[src/rtl/iterative_divider.sv]
// Multi-cycle restoring divider for SDIV/UDIV.
// Fixed latency: one capture edge, WIDTH iteration edges, one fix-up edge.
module iterative_divider #(
    parameter int WIDTH = 32
) (
    input  logic             clk,
    input  logic             reset,
    input  logic             Start,
    input  logic             Signed,
    input  logic [WIDTH-1:0] Dividend,
    input  logic [WIDTH-1:0] Divisor,
    input  logic [3:0]       WA_in,
    output logic             Busy,
    output logic             Done,
    output logic [WIDTH-1:0] Quotient,
    output logic [WIDTH-1:0] Remainder,
    output logic [3:0]       WA_out
);

    localparam int CW = $clog2(WIDTH + 1);

    typedef enum logic [1:0] {
        IDLE,
        RUN,
        FIX
    } state_t;

    state_t state;
    state_t state_n;

    logic [CW-1:0]    count;
    logic [WIDTH-1:0] p;
    logic [WIDTH-1:0] q;
    logic [WIDTH-1:0] d;
    logic [WIDTH-1:0] dvd;
    logic [3:0]       wa;
    logic             qsign;
    logic             rsign;
    logic             dzero;

    logic [WIDTH-1:0] a_mag;
    logic [WIDTH-1:0] b_mag;
    logic [WIDTH:0]   shifted;
    logic [WIDTH:0]   trial;
    logic             last;

    always_comb begin
        a_mag   = (Signed && Dividend[WIDTH-1]) ? -Dividend : Dividend;
        b_mag   = (Signed && Divisor[WIDTH-1]) ? -Divisor : Divisor;
        shifted = {p, q[WIDTH-1]};
        // P_shifted < 2*D, so WIDTH+1 bits hold the trial and its sign
        trial   = shifted - {1'b0, d};
        last    = (count == CW'(WIDTH - 1));
    end

    always_comb begin
        state_n = state;
        unique case (state)
            IDLE:    if (Start) state_n = RUN;
            RUN:     if (last) state_n = FIX;
            FIX:     state_n = IDLE;
            default: state_n = IDLE;
        endcase
    end

    always_ff @(posedge clk or posedge reset) begin
        if (reset) state <= IDLE;
        else       state <= state_n;
    end

    always_ff @(posedge clk or posedge reset) begin
        if (reset) begin
            Busy      <= 1'b0;
            Done      <= 1'b0;
            Quotient  <= '0;
            Remainder <= '0;
            WA_out    <= '0;
            count     <= '0;
            p         <= '0;
            q         <= '0;
            d         <= '0;
            dvd       <= '0;
            wa        <= '0;
            qsign     <= 1'b0;
            rsign     <= 1'b0;
            dzero     <= 1'b0;
        end else begin
            Busy <= (state_n != IDLE);
            Done <= (state == FIX);
            unique case (state)
                IDLE: begin
                    if (Start) begin
                        q     <= a_mag;
                        d     <= b_mag;
                        p     <= '0;
                        count <= '0;
                        dvd   <= Dividend;
                        wa    <= WA_in;
                        qsign <= Signed &
                                 (Dividend[WIDTH-1] ^ Divisor[WIDTH-1]);
                        rsign <= Signed & Dividend[WIDTH-1];
                        dzero <= (Divisor == '0);
                    end
                end
                RUN: begin
                    q     <= {q[WIDTH-2:0], ~trial[WIDTH]};
                    p     <= trial[WIDTH] ? shifted[WIDTH-1:0]
                                          : trial[WIDTH-1:0];
                    count <= count + CW'(1);
                end
                FIX: begin
                    // Zero divisor follows ARM: quotient 0, dividend back
                    if (dzero) begin
                        Quotient  <= '0;
                        Remainder <= dvd;
                    end else begin
                        Quotient  <= qsign ? -q : q;
                        Remainder <= rsign ? -p : p;
                    end
                    WA_out <= wa;
                end
                default: ;
            endcase
        end
    end

endmodule

[config.mk]
export PLATFORM = sky130hd
export DESIGN_NAME = iterative_divider
export DESIGN_NICKNAME = d
export VERILOG_FILES = /design/src/rtl/iterative_divider.sv
export SDC_FILE = /design/constraint.sdc
export NUM_CORES = 1
export LEC_CHECK = 0
export ABC_AREA = 1
export BUFFER_PORTS_ARGS = -buffer_cell sky130_fd_sc_hd__clkbuf_2
export CAP_MARGIN = 30
export CORE_AREA = 5 5 147 220
export CTS_CLUSTER_SIZE = 16
export DETAILED_ROUTE_END_ITERATION = 12
export DIE_AREA = 0 0 152 225
export GPL_TIMING_DRIVEN = 0
export PLACE_DENSITY = 0.7
export SETUP_SLACK_MARGIN = 0.1
export SYNTH_ARGS = -nofsm -noshare
export SYNTH_HDL_FRONTEND = slang
export SYNTH_SLANG_ARGS = --single-unit
[constraint.sdc]
create_clock -name clk -period 9.8 [get_ports clk]
set_clock_uncertainty 0.1 [all_clocks]
set_input_delay 0 -clock clk [delete_from_list [all_inputs] [get_ports clk]]
set_output_delay 0 -clock clk [all_outputs]
set_load 0.05 [all_outputs]
==> results.py <==
metrics = {
    "yosys": {
        "async_flop_share_pct": 100,
        "ys_ff_latch": 213,
        "synthCells": 2226,
        "ys.flop_type": "dfrtp_1",
        "syn_avg_cell_area_um2": 6.68,
        "synth.distinct_cells": 50,
        "synth_area_mm2": 0.0149,
        "synth_edf_count": 0,
        "ys_seq_area_share_pct": 35.8,
        "syn_nets": 2336,
        "synth_warnings": 0,
    },
    "die": {
        "initial_core_util_pct": 49.5,
        "ios": 142,
        "core_mm2": 0.0301,
        "row_count": 78,
        "die_w_um": 152,
        "fp.dieH_um": 225,
        "die_area_mm2": 0.0342,
    },
    "worst_setup_path": {
        "critical_path.max_stage_delay_ns": 0.67,
        "cp.required_ns": 10.16,
        "cp_cell_sequence": "inv_1 -> nand3_1 -> inv_1 -> buf_2 -> buf_1 -> nand3_1 -> dlygate4sd3_1 -> nand3_1 -> dlygate4sd3_1",
        "start_kind": "flip-flop",
        "rr_startpoint": "state[0]",
        "worst_r2r_path_depth": 9,
        "cp.arrival_ns": 4.07,
        "critPathKind": "reg -> reg",
        "ff2ff_setup_slack_ns": 6.09,
        "crit_slowest_cell": "buf_1",
        "path_common_cell": "nand3_1",
        "cp_max_fo": 10,
        "worst_setup_path_end_kind": "flip-flop",
        "r2r-end": "q[21]",
    },
    "clock_network": {
        "cts.sinks": 213,
        "clock-root-buffer": "clkbuf_16",
        "cts_tree": "done",
        "cts_buffers": 23,
        "clk_latency_ns": 0.52,
        "clk_pin_slew_worst_paths_ns": 0.07,
        "postCtsSetupRepairBufs": 0,
        "clockBufferDepth": 3,
        "h-tree-depth": 1,
    },
    "sta": {
        "tightestPinTransition_ns": 0.859,
        "grt_setup_unrepaired": "no",
        "maxSlewHeadroom_pct": 42.1,
        "fin_tns_setup_ns": 0,
        "fmax_mhz": 269,
        "hold_violations": 0,
        "slew_violations": 0,
        "finalSetupViolations": 0,
        "setup_ws_ns": 6.09,
        "period_share_pct": 37.9,
        "fin_crit_ns": 3.71,
    },
    "hold_path": {
        "worstHoldPathType": "in -> reg",
        "hold_end": "d[23]",
        "hold_depth": 6,
        "hold_start": "Divisor[1]",
    },
    "layout": {
        "layout_commonest_cell": "nand2_1",
        "drive_gt1_share_pct": 10.1,
        "layoutNonFillerInstCount": 2912,
        "nNetsFinal": 2606,
        "syn_to_final_growth_pct": 20.6,
        "final_cell_mix": "nand2_1, inv_1, nand3_1",
        "num-fill-cells": 2955,
        "num_antenna_cells": 0,
        "final_util_pct": 59.6,
    },
    "routing": {
        "via_count": 15711,
        "drc": 0,
        "first_pass_iters": 5,
        "postRouteAntennaNets": 0,
        "drt-total-wl_um": 58400,
        "wire_per_inst_um": 20.1,
        "via_per_inst": 5.40,
        "drtIter0Drc": 990,
    },
    "place": {
        "place_congestion": 1.01,
        "place_ws_ns": 6.81,
        "hpwlAfterDp_um": 46900,
        "dp.cells": 2769,
        "numPortBuffers": 141,
    },
    "global_routing": {
        "grt.met1_usage_pct": 33.0,
        "grt_use_total_pct": 33.4,
        "gr-total-overflow": 0,
        "grt_pass1_vias": 15798,
        "gr-max-usage-layer": "met2",
        "antenna_found_initial": 0,
        "grt_start_max_net_pins": 118,
        "grt_use_met3_pct": 2.80,
        "gr-usage-met2_pct": 62.8,
        "grt_first_pass_wirelength_um": 88500,
    },
    "run": {
        "cap_viol_max_count": 0,
    },
    "pwr": {
        "ir_drop_mv": 0.229,
        "p_leak_uw": 0.00942,
        "power_uw": 6440,
        "power_density_mw_per_mm2": 359,
    },
    "run_status": {
        "status": "completed",
    },
}
Yosys cell counts, types with 8 or more instances:
master | n | share of area [%]
nor3_1 | 20 | 0.67
o211ai_1 | 11 | 0.56
xnor2_1 | 12 | 0.71
nand3b_1 | 18 | 0.91
xor2_1 | 56 | 3.3
nor2_1 | 196 | 4.9
buf_2 | 10 | 0.34
nand2_1 | 701 | 18
buf_1 | 9 | 0.23
o21ai_0 | 152 | 5.1
nand3_1 | 215 | 7.2
dfrtp_1 | 213 | 36
nand2_2 | 19 | 0.80
a22oi_1 | 30 | 1.5
inv_1 | 298 | 7.5
a21oi_1 | 70 | 2.4
inv_2 | 8 | 0.20
nand4_1 | 22 | 0.93
ha_1 | 37 | 3.1
clkbuf_1 | 51 | 1.3
logic make-up after synthesis:
family	synth area share [%]
AOI/OAI and AO/OA	11.6
DFF	35.8
xor gates and xnor gates	4.01
adders and majority gates	3.25
and+or+nand+nor	35.4
buffers and inverters	9.94
report_power, final:
part	internal (uW)	switching, uW
registers	1250	378
logic	1290	2610
clock network	541	374
routing by layer:
metal	vias to the layer above	share of wire (%)
met3	203	3.8
met1	7292	34
met2	565	52
met4	0	10
li1	7651	-
met5	-	0
worst max-delay path, delay by kind of cell (launching register included):
family                 cells  cell delay [ns]
buffers and inverters      6             2.46
and+or+nand+nor            3             0.64
DFF                        1             0.43
cell type report:
class | instances | area (um2) | area share (%)
clock inverter | 12 | 145 | 0.809
clock buffer | 29 | 638 | 3.56
sequential | 213 | 5330 | 29.7
inverter | 307 | 1160 | 6.47
buffer | 74 | 325 | 1.81
tap | 400 | 500 | 2.79
multi-input combinational | 1632 | 8060 | 45.0
timing repair buffer | 245 | 1770 | 9.87
flip-flops by register name (all words and copies together), names as in the netlist, 6 cells and up:
signal,count
Quotient,32
d,32
Remainder,32
count,6
p,32
dvd,32
q,32
how the worst max path moves through the flow:
stage / from / end / slack [ns] / depth (start not counted)
6_report: state[0] / q[21] / 6.09 / 9
5_1_grt: state[0] / q[21] / 5.99 / 9
4_1_cts: state[0] / q[17] / 6.17 / 9
3_5_place_dp: q[31] / p[31] / 6.81 / 17
3_3_place_gp: reset / d[15] / 1.49 / 2
2_1_floorplan: reset / Busy / 3.88 / 1
through the flow:
step                      hold slack (ns)  instance area (um2)
after floorplan                   0.00962                14900
after global placement              0.105                16100
after detailed placement           0.0682                16100
after CTS                          0.0113                17900
after global routing               0.0569                17900
final                              0.0173                17900
repair_timing:
item	in CTS	in global routing
hold buffers	102	0
hold endpoints to repair	196	0
gates resized for setup	0	0
Note: power is estimated with default switching activity, not from simulation.
